--- config.mk ---
export PLATFORM = sky130hd
export DESIGN_NAME = fetch_unit
export DESIGN_NICKNAME = d
export VERILOG_FILES = /design/src/rtl/fetch_unit.sv
export SDC_FILE = /design/constraint.sdc
export NUM_CORES = 1
export LEC_CHECK = 0
export CORE_ASPECT_RATIO = 0.8
export CORE_MARGIN = 1.5
export CORE_UTILIZATION = 38
export CTS_BUF_LIST = sky130_fd_sc_hd__clkbuf_16
export DETAILED_ROUTE_END_ITERATION = 16
export SLEW_MARGIN = 20
export SYNTH_ARGS = -nofsm -noshare
export SYNTH_HDL_FRONTEND = slang
export SYNTH_SLANG_ARGS = --single-unit
--- constraint.sdc ---
create_clock -name clk -period 3.27 [get_ports clk]
set_input_delay 0.654 -clock clk [delete_from_list [all_inputs] [get_ports clk]]
set_output_delay 0.654 -clock clk [all_outputs]
set_load 0.01 [all_outputs]
--- src/rtl/fetch_unit.sv ---
// Instruction-fetch stage: owns the PC, issues requests to a variable-latency instruction memory,
// buffers responses in a small queue and drives the IF/ID register.
module fetch_unit #(
    parameter int unsigned     XLEN     = 32,
    parameter logic [XLEN-1:0] RESET_PC = '0,
    parameter int unsigned     DEPTH    = 4,
    parameter logic [31:0]     NOP      = 32'h0000_0013
) (
    input  logic            clk,
    input  logic            reset,
    input  logic            PCSrcE,
    input  logic [XLEN-1:0] PCTargetE,
    input  logic            StallD,
    input  logic            FlushD,
    output logic            imem_req,
    output logic [XLEN-1:0] imem_addr,
    input  logic            imem_ready,
    input  logic            imem_rvalid,
    input  logic [31:0]     imem_rdata,
    output logic [31:0]     InstrD,
    output logic [XLEN-1:0] PCD,
    output logic [XLEN-1:0] PCPlus4D,
    output logic            ValidD
);

    localparam int unsigned PW = (DEPTH > 1) ? $clog2(DEPTH) : 1;
    localparam int unsigned CW = PW + 1;
    localparam logic [CW:0] DepthLim = (CW + 1)'(DEPTH);

    logic [XLEN-1:0] pcf_q;
    logic [XLEN-1:0] q_pc_q    [DEPTH];
    logic [31:0]     q_instr_q [DEPTH];
    logic [PW-1:0]   q_head_q, q_tail_q;
    logic [CW-1:0]   count_q;
    logic [XLEN-1:0] fl_pc_q   [DEPTH];
    logic [PW-1:0]   fl_head_q, fl_tail_q;
    logic [CW-1:0]   outst_q, discard_q;

    logic accept, resp, drop, push, pop;

    always_comb begin
        imem_req  = !reset && !PCSrcE && (({1'b0, count_q} + {1'b0, outst_q}) < DepthLim);
        imem_addr = pcf_q;
        accept    = imem_req && imem_ready;
        resp      = !reset && imem_rvalid && (outst_q != '0);
        drop      = resp && ((discard_q != '0) || PCSrcE);
        push      = resp && !drop;
        pop       = !reset && !PCSrcE && !FlushD && !StallD && (count_q != '0);
    end

    // Storage needs no reset: occupancy is tracked by the pointers and counters below.
    always_ff @(posedge clk) begin
        if (accept) begin
            fl_pc_q[fl_tail_q] <= pcf_q;
        end
        if (push) begin
            q_pc_q[q_tail_q]    <= fl_pc_q[fl_head_q];
            q_instr_q[q_tail_q] <= imem_rdata;
        end
    end

    always_ff @(posedge clk) begin
        if (reset) begin
            pcf_q     <= RESET_PC;
            q_head_q  <= '0;
            q_tail_q  <= '0;
            count_q   <= '0;
            fl_head_q <= '0;
            fl_tail_q <= '0;
            outst_q   <= '0;
            discard_q <= '0;
            InstrD    <= NOP;
            PCD       <= '0;
            PCPlus4D  <= '0;
            ValidD    <= 1'b0;
        end else begin
            outst_q <= outst_q + CW'(accept) - CW'(resp);
            if (PCSrcE) begin
                pcf_q     <= PCTargetE;
                q_head_q  <= '0;
                q_tail_q  <= '0;
                count_q   <= '0;
                fl_head_q <= '0;
                fl_tail_q <= '0;
                // Everything still in flight after this cycle belongs to the wrong path.
                discard_q <= outst_q - CW'(resp);
            end else begin
                if (accept) begin
                    pcf_q     <= pcf_q + XLEN'(4);
                    fl_tail_q <= fl_tail_q + PW'(1);
                end
                if (resp) begin
                    if (discard_q != '0) begin
                        discard_q <= discard_q - CW'(1);
                    end else begin
                        fl_head_q <= fl_head_q + PW'(1);
                    end
                end
                if (push) begin
                    q_tail_q <= q_tail_q + PW'(1);
                end
                if (pop) begin
                    q_head_q <= q_head_q + PW'(1);
                end
                count_q <= count_q + CW'(push) - CW'(pop);
            end

            if (PCSrcE || FlushD) begin
                InstrD   <= NOP;
                PCD      <= '0;
                PCPlus4D <= '0;
                ValidD   <= 1'b0;
            end else if (!StallD) begin
                if (count_q != '0) begin
                    InstrD   <= q_instr_q[q_head_q];
                    PCD      <= q_pc_q[q_head_q];
                    PCPlus4D <= q_pc_q[q_head_q] + XLEN'(4);
                    ValidD   <= 1'b1;
                end else begin
                    InstrD   <= NOP;
                    PCD      <= '0;
                    PCPlus4D <= '0;
                    ValidD   <= 1'b0;
                end
            end
        end
    end

endmodule
## Word-level counts from Yosys, hierarchy flattened

Memory sizes are Yosys's and may differ from the RTL's. A register that Yosys moved wholly into a read port is not among the register bits.
Index checks and enable logic that the tools add are counted.

| word-level totals | value |
|---|---|
| bits in registers | 146 |
| bits in writable memories | 384 |
| input port bits | 71 |
| output and inout port bits | 130 |
| logic and storage cells | 76 |
| memories | 3 |

Memories:

| memory | words | bits a word | read ports | clocked after Yosys merged registers in | wr ports | RTL line | RTL |
|---|---|---|---|---|---|---|---|
| fl_pc_q | 4 | 32 | 1 | 1 | 1 | 35 | `logic [XLEN-1:0] fl_pc_q [DEPTH];` |
| q_instr_q | 4 | 32 | 1 | 1 | 1 | 32 | `logic [31:0] q_instr_q [DEPTH];` |
| q_pc_q | 4 | 32 | 1 | 1 | 1 | 31 | `logic [XLEN-1:0] q_pc_q [DEPTH];` |

| operators by class | value |
|---|---|
| $add $sub $neg | 13 |
| magnitude comparators | 1 |
| multiplexer cells | 19 |
| bitwise gates (word level) | 1 |
| reduce and logical (&&, ||, !) cells | 27 |

Operators with widths:

| kind | number |
|---|---|
| 2-to-1 mux 32 bit | 5 |
| adder 32 x 3 -> 32 bit (second input constant) | 2 |
| 2-to-1 mux 2 bit | 6 |
| logical AND 1 bit | 10 |
| 2-to-1 mux 3 bit | 3 |
| nonzero test 3 bit | 3 |
| subtractor 3 x 1 -> 3 bit | 3 |
| adder 2 x 1 -> 2 bit (second input constant) | 4 |
| adder 3 x 1 -> 3 bit | 2 |
| nonzero test 2 bit | 3 |
| logical NOT 1 bit | 5 |
| 2-to-1 mux 1 bit | 5 |
| adder 3 x 3 -> 4 bit | 1 |
| less-than comparator 4 x 3 -> 1 bit (second input constant) | 1 |
| AND reduction 2 bit | 2 |
| OR reduction 2 bit | 2 |
| subtractor 3 x 1 -> 3 bit (second input constant) | 1 |
| logical OR 1 bit | 2 |
| inverter 1 bit | 1 |

## Depth between registers and ports, before layout

Gate-level depths: netlist of run 1.

| depth | value |
|---|---|
| word-level depth | 8 |
| mapped depth | 14 |
| mapped depth without buffers | 13 |

## Least setup slack after synthesis of run 1

Ideal clock, no wire load.

| timing | value |
|---|---|
| path type | in2reg |
| from | in reset |
| to | mem q_instr_q[0][0], enable pin |
| setup time | 0.429 ns |
| arrival | 3.093 ns |
| required time | 2.841 ns |
| path slack | -0.252 ns |
| cell stages on the path | 5 |
| buffers on the path | 1 |
| cells stage by stage | nor3b_1 -> and2_1 -> clkbuf_1 -> nor2b_1 -> and2_1 |

| on the way | value |
|---|---|
| longest elaborated chain between the ends | 8 |

RTL lines:

| element | RTL line | RTL |
|---|---|---|
| from (decl) | 10 | `input logic reset,` |
| logical NOT 1 bit * | 45 | `resp = !reset && imem_rvalid && (outst_q != '0);` |
| logical AND 1 bit * (2 in a row) | 45 |  |
| logical AND 1 bit | 46 | `drop = resp && ((discard_q != '0) \|\| PCSrcE);` |
| logical NOT 1 bit | 47 | `push = resp && !drop;` |
| logical AND 1 bit * | 47 |  |
| 2-to-1 mux 1 bit * | 56 | `if (push) begin` |
| 2-to-1 mux 1 bit (not written as such) * | 58 | `q_instr_q[q_tail_q] <= imem_rdata;` |
| to (decl) | 32 |  |

Every way passes the cells marked *; elsewhere a longest branch is shown, timed or not.

## Final worst setup path of run 1

| timing | value |
|---|---|
| from | reg outst_q[2] |
| to | out imem_req |

| on the way | value |
|---|---|
| longest elaborated chain between the ends | 3 |

RTL lines:

| element | RTL line | RTL |
|---|---|---|
| from (decl) | 37 | `logic [CW-1:0] outst_q, discard_q;` |
| from (signal assigned) | 77 | `outst_q <= outst_q + CW'(accept) - CW'(resp);` |
| adder 3 x 3 -> 4 bit | 42 | `imem_req = !reset && !PCSrcE && (({1'b0, count_q} + {1'b0, outst_q}) < DepthLim);` |
| less-than comparator 4 x 3 -> 1 bit | 42 |  |
| logical AND 1 bit | 42 |  |
| to (decl) | 15 | `output logic imem_req,` |

Every way passes these cells.

==> summary.md, run 1 <==
| Metric | Value |
|---|---|
| Outcome | complete, no violations |
| Post-synth ARST share | 0% |
| Crit-path max FO | 4 |
| Core area | 52600 µm² |
| Post-synth EDFFs | 384 |
| Residual DRC | 0 |
| Final Net Count | 1524 |
| Largest net degree at the start of global routing | 66 |
| Share of post-route cells with drive strength above 1 | 15.9% |
| DR pass1 iterations | 5 |
| Crit end category | output port |
| Worst path cell trace | ha_1 -> a311o_1 -> nor3_1 -> clkdlybuf4s50_1 |
| Initial antenna violation count | 1 |
| YS warnings | 0 |
| Share of the synthesized area in the top cell type | 56.9% |
| FF-to-FF path depth | 11 |
| Mux contribution to synthesized area | 11.2% |
| Die area | 54700 µm² |
| Min cycle time layout | 3.11 ns |
| Adder and majority gate portion of the synthesized area | 1.43% |
| HP Start | ValidD |
| Synth area leader | edfxtp_1 |
| Worst path max stage delay | 0.60 ns |
| Slowest-stage cell, CP | clkdlybuf4s50_1 |
| Slew Limit Fails | 0 |
| Post-synthesis area per instance | 16.9 µm² |
| Max-cap violations | 0 |
| Via Count | 11200 |
| Drt wl/cell | 20.2 µm |
| Vias/cell | 5.17 |
| Total negative setup slack | 0 ns |
| Area growth from synthesis to layout | 23.9% |
| Final GP Congestion | 0.764 |
| CTS buffer count | 52 |
| CTS tree | built |
| XOR/XNOR Fraction of Synth Area | 1.86% |
| Synth area leaders | edfxtp_1, dfxtp_1, mux4_2 |
| Worst slew pin tran | 0.915 ns |
| Total Routing Usage GR | 16.3% |
| Post-synthesis cell area | 20300 µm² |
| Req. time, crit path | 2.62 ns |
| Fmax | 321 MHz |
| Antenna viol nets, final | 0 |
| Post-synth top flop | edfxtp_1 |
| Register-to-Register Setup Slack | 0.54 ns |
| Die Ht | 210 µm |
| Max rail drop VDD | 317 µV |
| RSZ-0062 raised after global routing | false |
| Placement Setup Slack | 0.0591 ns |
| DPL Wire Length | 28100 µm |
| First-pass GRT wire length | 67700 µm |
| Drt initial violations | 825 |
| Crit start category | flip-flop |
| Capturing point of the worst reg2reg path | outst_q[2] |
| Hold Path Sink | ValidD |
| Largest delay share family, worst path | buffers and inverters |
| Synthesized net count | 1293 |
| PnR worst setup slack | 0.156 ns |
| Main combinational cell family by area after synthesis | multiplexers |
| Gr ovfl total | 0 |
| Critical path origin | outst_q[2] |
| CTS Root Cell | clkbuf_16 |
| Finish-stage setup viols | 0 |
| Layer with the highest usage | met1 |
| CTS resizes | 0 |
| Number of global-route vias before repair | 11100 |
| Hold buffers post-CTS | 0 |
| Unique masters post-synth | 59 |
| Met2 Track Usage GR | 23.7% |
| WHS Path Cells | 2 |
| ANT cells | 0 |
| IO Pins | 201 |
| WL final | 43800 µm |
| Post-CTS Setup Repair Bufs | 0 |
| CTS sink count | 532 |
| Clock Pin Slew Worst Setup and Hold Paths | 0.06 ns |
| Synth Area in Compound Gates | 5.91% |
| Leak | 8.20 nW |
| Max Clock Skew | 0.0235 ns |
| Final Cycle Share | 95.2% |
| Hold Crit Class | flip-flop to flip-flop |
| Clock H-tree levels | 2 |
| PwrDens | 563 nW/µm² |
| Fin. Hold Viols | 0 |
| Number of port buffers | 200 |
| Most common cell in the netlist | edfxtp_1 |
| Rows | 75 |
| Bufs and invs on worst path | 1 |
| Initial Util | 38.6% |
| Post-layout utilization of the core | 47.8% |
| Crit path arrival time | 2.46 ns |
| Met3 GRT Util | 3.39% |
| Clock latency on the worst-skew pair | 0.60 ns |
| Die W | 261 µm |
| FF+latch count, synth | 532 |
| Kind of critical path | flip-flop to output port |
| Synth Area in Simple Gates | 6.15% |
| Post-synth top cells | edfxtp_1, dfxtp_1, mux4_2, nand2_1, a22o_1 |
| Relative max-transition margin | 38.8% |
| Met1 usage in global routing | 24.8% |
| Synth Instances | 1200 |
| Longest Clk Path Bufs | 3 |
| Reg-to-Reg Start | outst_q[2] |
| Register area share after synthesis | 71.5% |
[cells in the final DEF, fill, tap and decap left out, types with 5 or more instances in the layout]
cell / count
and2_4: 5
mux4_2: 91
clkbuf_16: 52
clkdlybuf4s50_1: 199
xnor2_1: 22
and3_1: 11
dfxtp_1: 144
buf_4: 23
a22o_1: 61
nor3_1: 18
clkinv_1: 9
edfxtp_1: 384
o21ai_0: 37
nand3_1: 22
clkinv_2: 9
xor2_1: 21
a31oi_1: 12
nand4_1: 12
nand2_1: 70
o21ai_1: 13
mux2i_1: 9
nor2_1: 56
inv_1: 36
buf_12: 20
bufinv_16: 6
a221oi_1: 6
and2_1: 6
ha_1: 20
a21oi_1: 24
[where the power goes]
| part | switching (mW) | total [mW] | internal, mW |
|---|---|---|---|
| clock | 2.53 | 5.90 | 3.38 |
| sequential | 0.0967 | 7.47 | 7.37 |
| combinational | 0.398 | 0.765 | 0.366 |
| total | 3.02 | 14.1 | 11.1 |
[cell families after synthesis]
family,after synthesis
flops,532
simple gates,235
compound gates,173
mux,106
buf+inv,89
xor+xnor,43
fa+ha+maj,22
[registers in the layout (all words and copies together) (netlist names), named ones only]
signal,flops
count_q,3
discard_q,3
q_pc_q,128
q_instr_q,128
PCD,32
fl_tail_q,2
q_tail_q,2
PCPlus4D,30
imem_addr,32
fl_head_q,2
ValidD,1
q_head_q,2
fl_pc_q,128
InstrD,32
outst_q,3
[stage by stage]
step / power (mW) / area, µm² / std cells / hold WS, ns
after floorplan: 8.01 / 20300 / 1200 / 0.467
after global placement: 8.37 / 23400 / 2070 / 0.432
after detailed placement: 8.39 / 23400 / 2070 / 0.442
after CTS: 14.3 / 25100 / 2168 / 0.450
after global routing: 14.7 / 25100 / 2168 / 0.469
final: 14.1 / 25100 / 2168 / 0.447
[final cells by class]
class	instances	area (µm²)
fill	4457	27400
sequential	532	14500
multi-input combinational	579	5390
timing repair buffer	243	2570
clock buffer	52	1300
tap	693	867
clock inverter	46	388
inverter	23	86.3
[metal layers]
metal	routed length, µm	up-vias
li1	-	5176
met1	21300	5614
met2	19000	344
met3	2780	66
met4	735	2
met5	8	-
[tightest hold or removal path: stages, from the launching register on]
cell and delay (ns):
dfxtp_1 0.31, nand2_1 0.05, nand2_1 0.04
[how the worst max path moves through the flow]
stage | endpoint | slack, ns | cells past startpoint
final | imem_req | 0.16 | 4
after global routing | imem_req | 0.10 | 4
after CTS | imem_req | 0.13 | 4
after detailed placement | PCPlus4D[29] | 0.06 | 11
after global placement | PCPlus4D[29] | 0.09 | 11
after floorplan | outst_q[2] | 0.06 | 14
No activity file was read; power rests on OpenSTA's default activity.
==> run 2: changes to the inputs <==
CORE_MARGIN = 2   (was 1.5)
clock period = 2.7 ns   (was 3.27 ns; I/O delays follow)
==> summary.md, run 2 (synthesis results as in run 1) <==
| Metric | Value |
|---|---|
| Most frequent cells in the layout | edfxtp_1, clkdlybuf4s50_1, dfxtp_1, mux4_2, nand2_1 |
| Relative max-transition margin | 37.8% |
| Crit-path max FO | 2 |
| WL final | 45500 µm |
| DR pass1 iterations | 5 |
| PnR worst setup slack | 0.0829 ns |
| PwrDens | 670 nW/µm² |
| Final Cycle Share | 96.9% |
| Total power | 17.2 mW |
| Share of post-route cells with drive strength above 1 | 19.1% |
| Drt initial violations | 910 |
| Placement Setup Slack | -0.351 ns |
| Met2 Track Usage GR | 24.3% |
| First-pass GRT wire length | 69500 µm |
| CTS buffer count | 54 |
| Hold Crit Class | flip-flop to flip-flop |
| Met3 GRT Util | 3.35% |
| Final GP Congestion | 0.779 |
| Commonest non-fill, non-tap cell in the layout | edfxtp_1 |
| Met1 usage in global routing | 25.1% |
| Finish-stage setup viols | 0 |
| Kind of critical path | flip-flop to output port |
| Final Net Count | 1570 |
| Worst path max stage delay | 0.32 ns |
| Outcome | complete, no violations |
| DPL Wire Length | 30400 µm |
| Crit path arrival time | 2.08 ns |
| Fin. Hold Viols | 0 |
| CTS tree | built |
| Slowest-stage cell, CP | dfxtp_2 |
| Min cycle time layout | 2.62 ns |
| Crit start category | flip-flop |
| # fillers | 4430 |
| Residual DRC | 0 |
| Initial Util | 38.6% |
| Largest registers | fl_pc_q (128), q_instr_q (128), q_pc_q (128) |
| ANT cells | 0 |
| Clock H-tree levels | 2 |
| Worst slew pin tran | 0.930 ns |
| Gr ovfl total | 0 |
| Max Clock Skew | 0.0264 ns |
| Req. time, crit path | 2.16 ns |
| Antenna viol nets, final | 0 |
| Total negative setup slack | 0 ns |
| Max rail drop VDD | 449 µV |
| Die Ht | 211 µm |
| Hold Slack | 0.444 ns |
| Drt wl/cell | 20.5 µm |
| IO Pins | 201 |
| Initial antenna violation count | 1 |
| Vias/cell | 5.17 |
| Layer with the highest usage | met1 |
| Rows | 75 |
| Clock latency on the worst-skew pair | 0.61 ns |
| Crit end category | output port |
| Total Routing Usage GR | 16.6% |
| Slew Limit Fails | 0 |
| Die W | 262 µm |
| CTS sink count | 532 |
| CTS Root Cell | clkbuf_16 |
| Max-cap violations | 0 |
| Number of port buffers | 200 |
| Core area | 52600 µm² |
| Via Count | 11400 |
| Largest net degree at the start of global routing | 66 |
| Number of global-route vias before repair | 11400 |
| Worst path cell trace | ha_1 -> a311o_1 -> buf_4 -> nor3_2 -> clkdlybuf4s15_1 |
| Clock Pin Slew Worst Setup and Hold Paths | 0.06 ns |
| Leak | 8.45 nW |
| Fmax | 382 MHz |
| Post-layout utilization of the core | 48.7% |
| Area growth from synthesis to layout | 26.4% |
| Longest Clk Path Bufs | 3 |
| Die area | 55200 µm² |
| Hold buffers post-CTS | 0 |
==> run 2: final cells by class <==
cell class                      instances  area, µm²  share of cell area (%)
Sequential cell                       532      14500                    56.7
Multi-Input combinational cell        579       5460                    21.3
Timing Repair Buffer                  287       2990                    11.7
Clock buffer                           55       1380                    5.38
Tap cell                              693        867                    3.39
Clock inverter                         45        320                    1.25
Inverter                               23       86.3                   0.337
==> run 2: worst paths after layout <==
kind                                 start         end  slack [ns]  cells after the start
worst max-delay path            count_q[1]    imem_req        0.08                      5
worst min-delay path                ValidD      ValidD        0.44                      2
worst max register to register  count_q[1]  outst_q[2]        0.11                     11
worst min register to register      ValidD      ValidD        0.44                      2
==> run 2: repair_timing <==
action | CTS | global route
endpoints found under the setup margin | 1 | 4
resized for setup | 2 | 6
hold endpoints to repair | 0 | 0
pin swaps | 0 | 5
buffers inserted | 0 | 2
==> run 2: worst max-delay path: cells and delay by family (launching register included) <==
| kind | cells | cell delay [ns] |
|---|---|---|
| and+or+nand+nor | 1 | 0.14 |
| DFF | 1 | 0.32 |
| buffers and inverters | 2 | 0.43 |
| AOI/OAI and AO/OA | 1 | 0.32 |
| adders and majority gates | 1 | 0.28 |
==> run 2: report_power, final <==
part	leakage (nW)	total [mW]	internal (mW)	switching, mW
logic	2.88	1.06	0.513	0.550
registers	4.69	9.02	8.94	0.0876
clock network	0.886	7.07	3.99	3.08
total	8.45	17.2	13.4	3.71
==> run 2: through the flow <==
step / cell area, µm² / cells
floorplan: 20400 / 1200
global placement: 23900 / 2112
detailed placement: 23900 / 2112
CTS: 25600 / 2212
global route: 25600 / 2214
finish: 25600 / 2214
==> run 2: layer usage <==
layer / routed length [µm] / part of all wire (%) / vias up
met5: 8 / 0.018 / -
met2: 19800 / 43 / 374
met4: 827 / 1.8 / 2
met3: 3180 / 7.0 / 68
met1: 21700 / 48 / 5719
li1: - / - / 5274
==> run 3: changes to the inputs <==
CAP_MARGIN = 20   (was default)
==> results of run 3 <==
No change in the layout: final DEF, timing and power equal those of run 2.
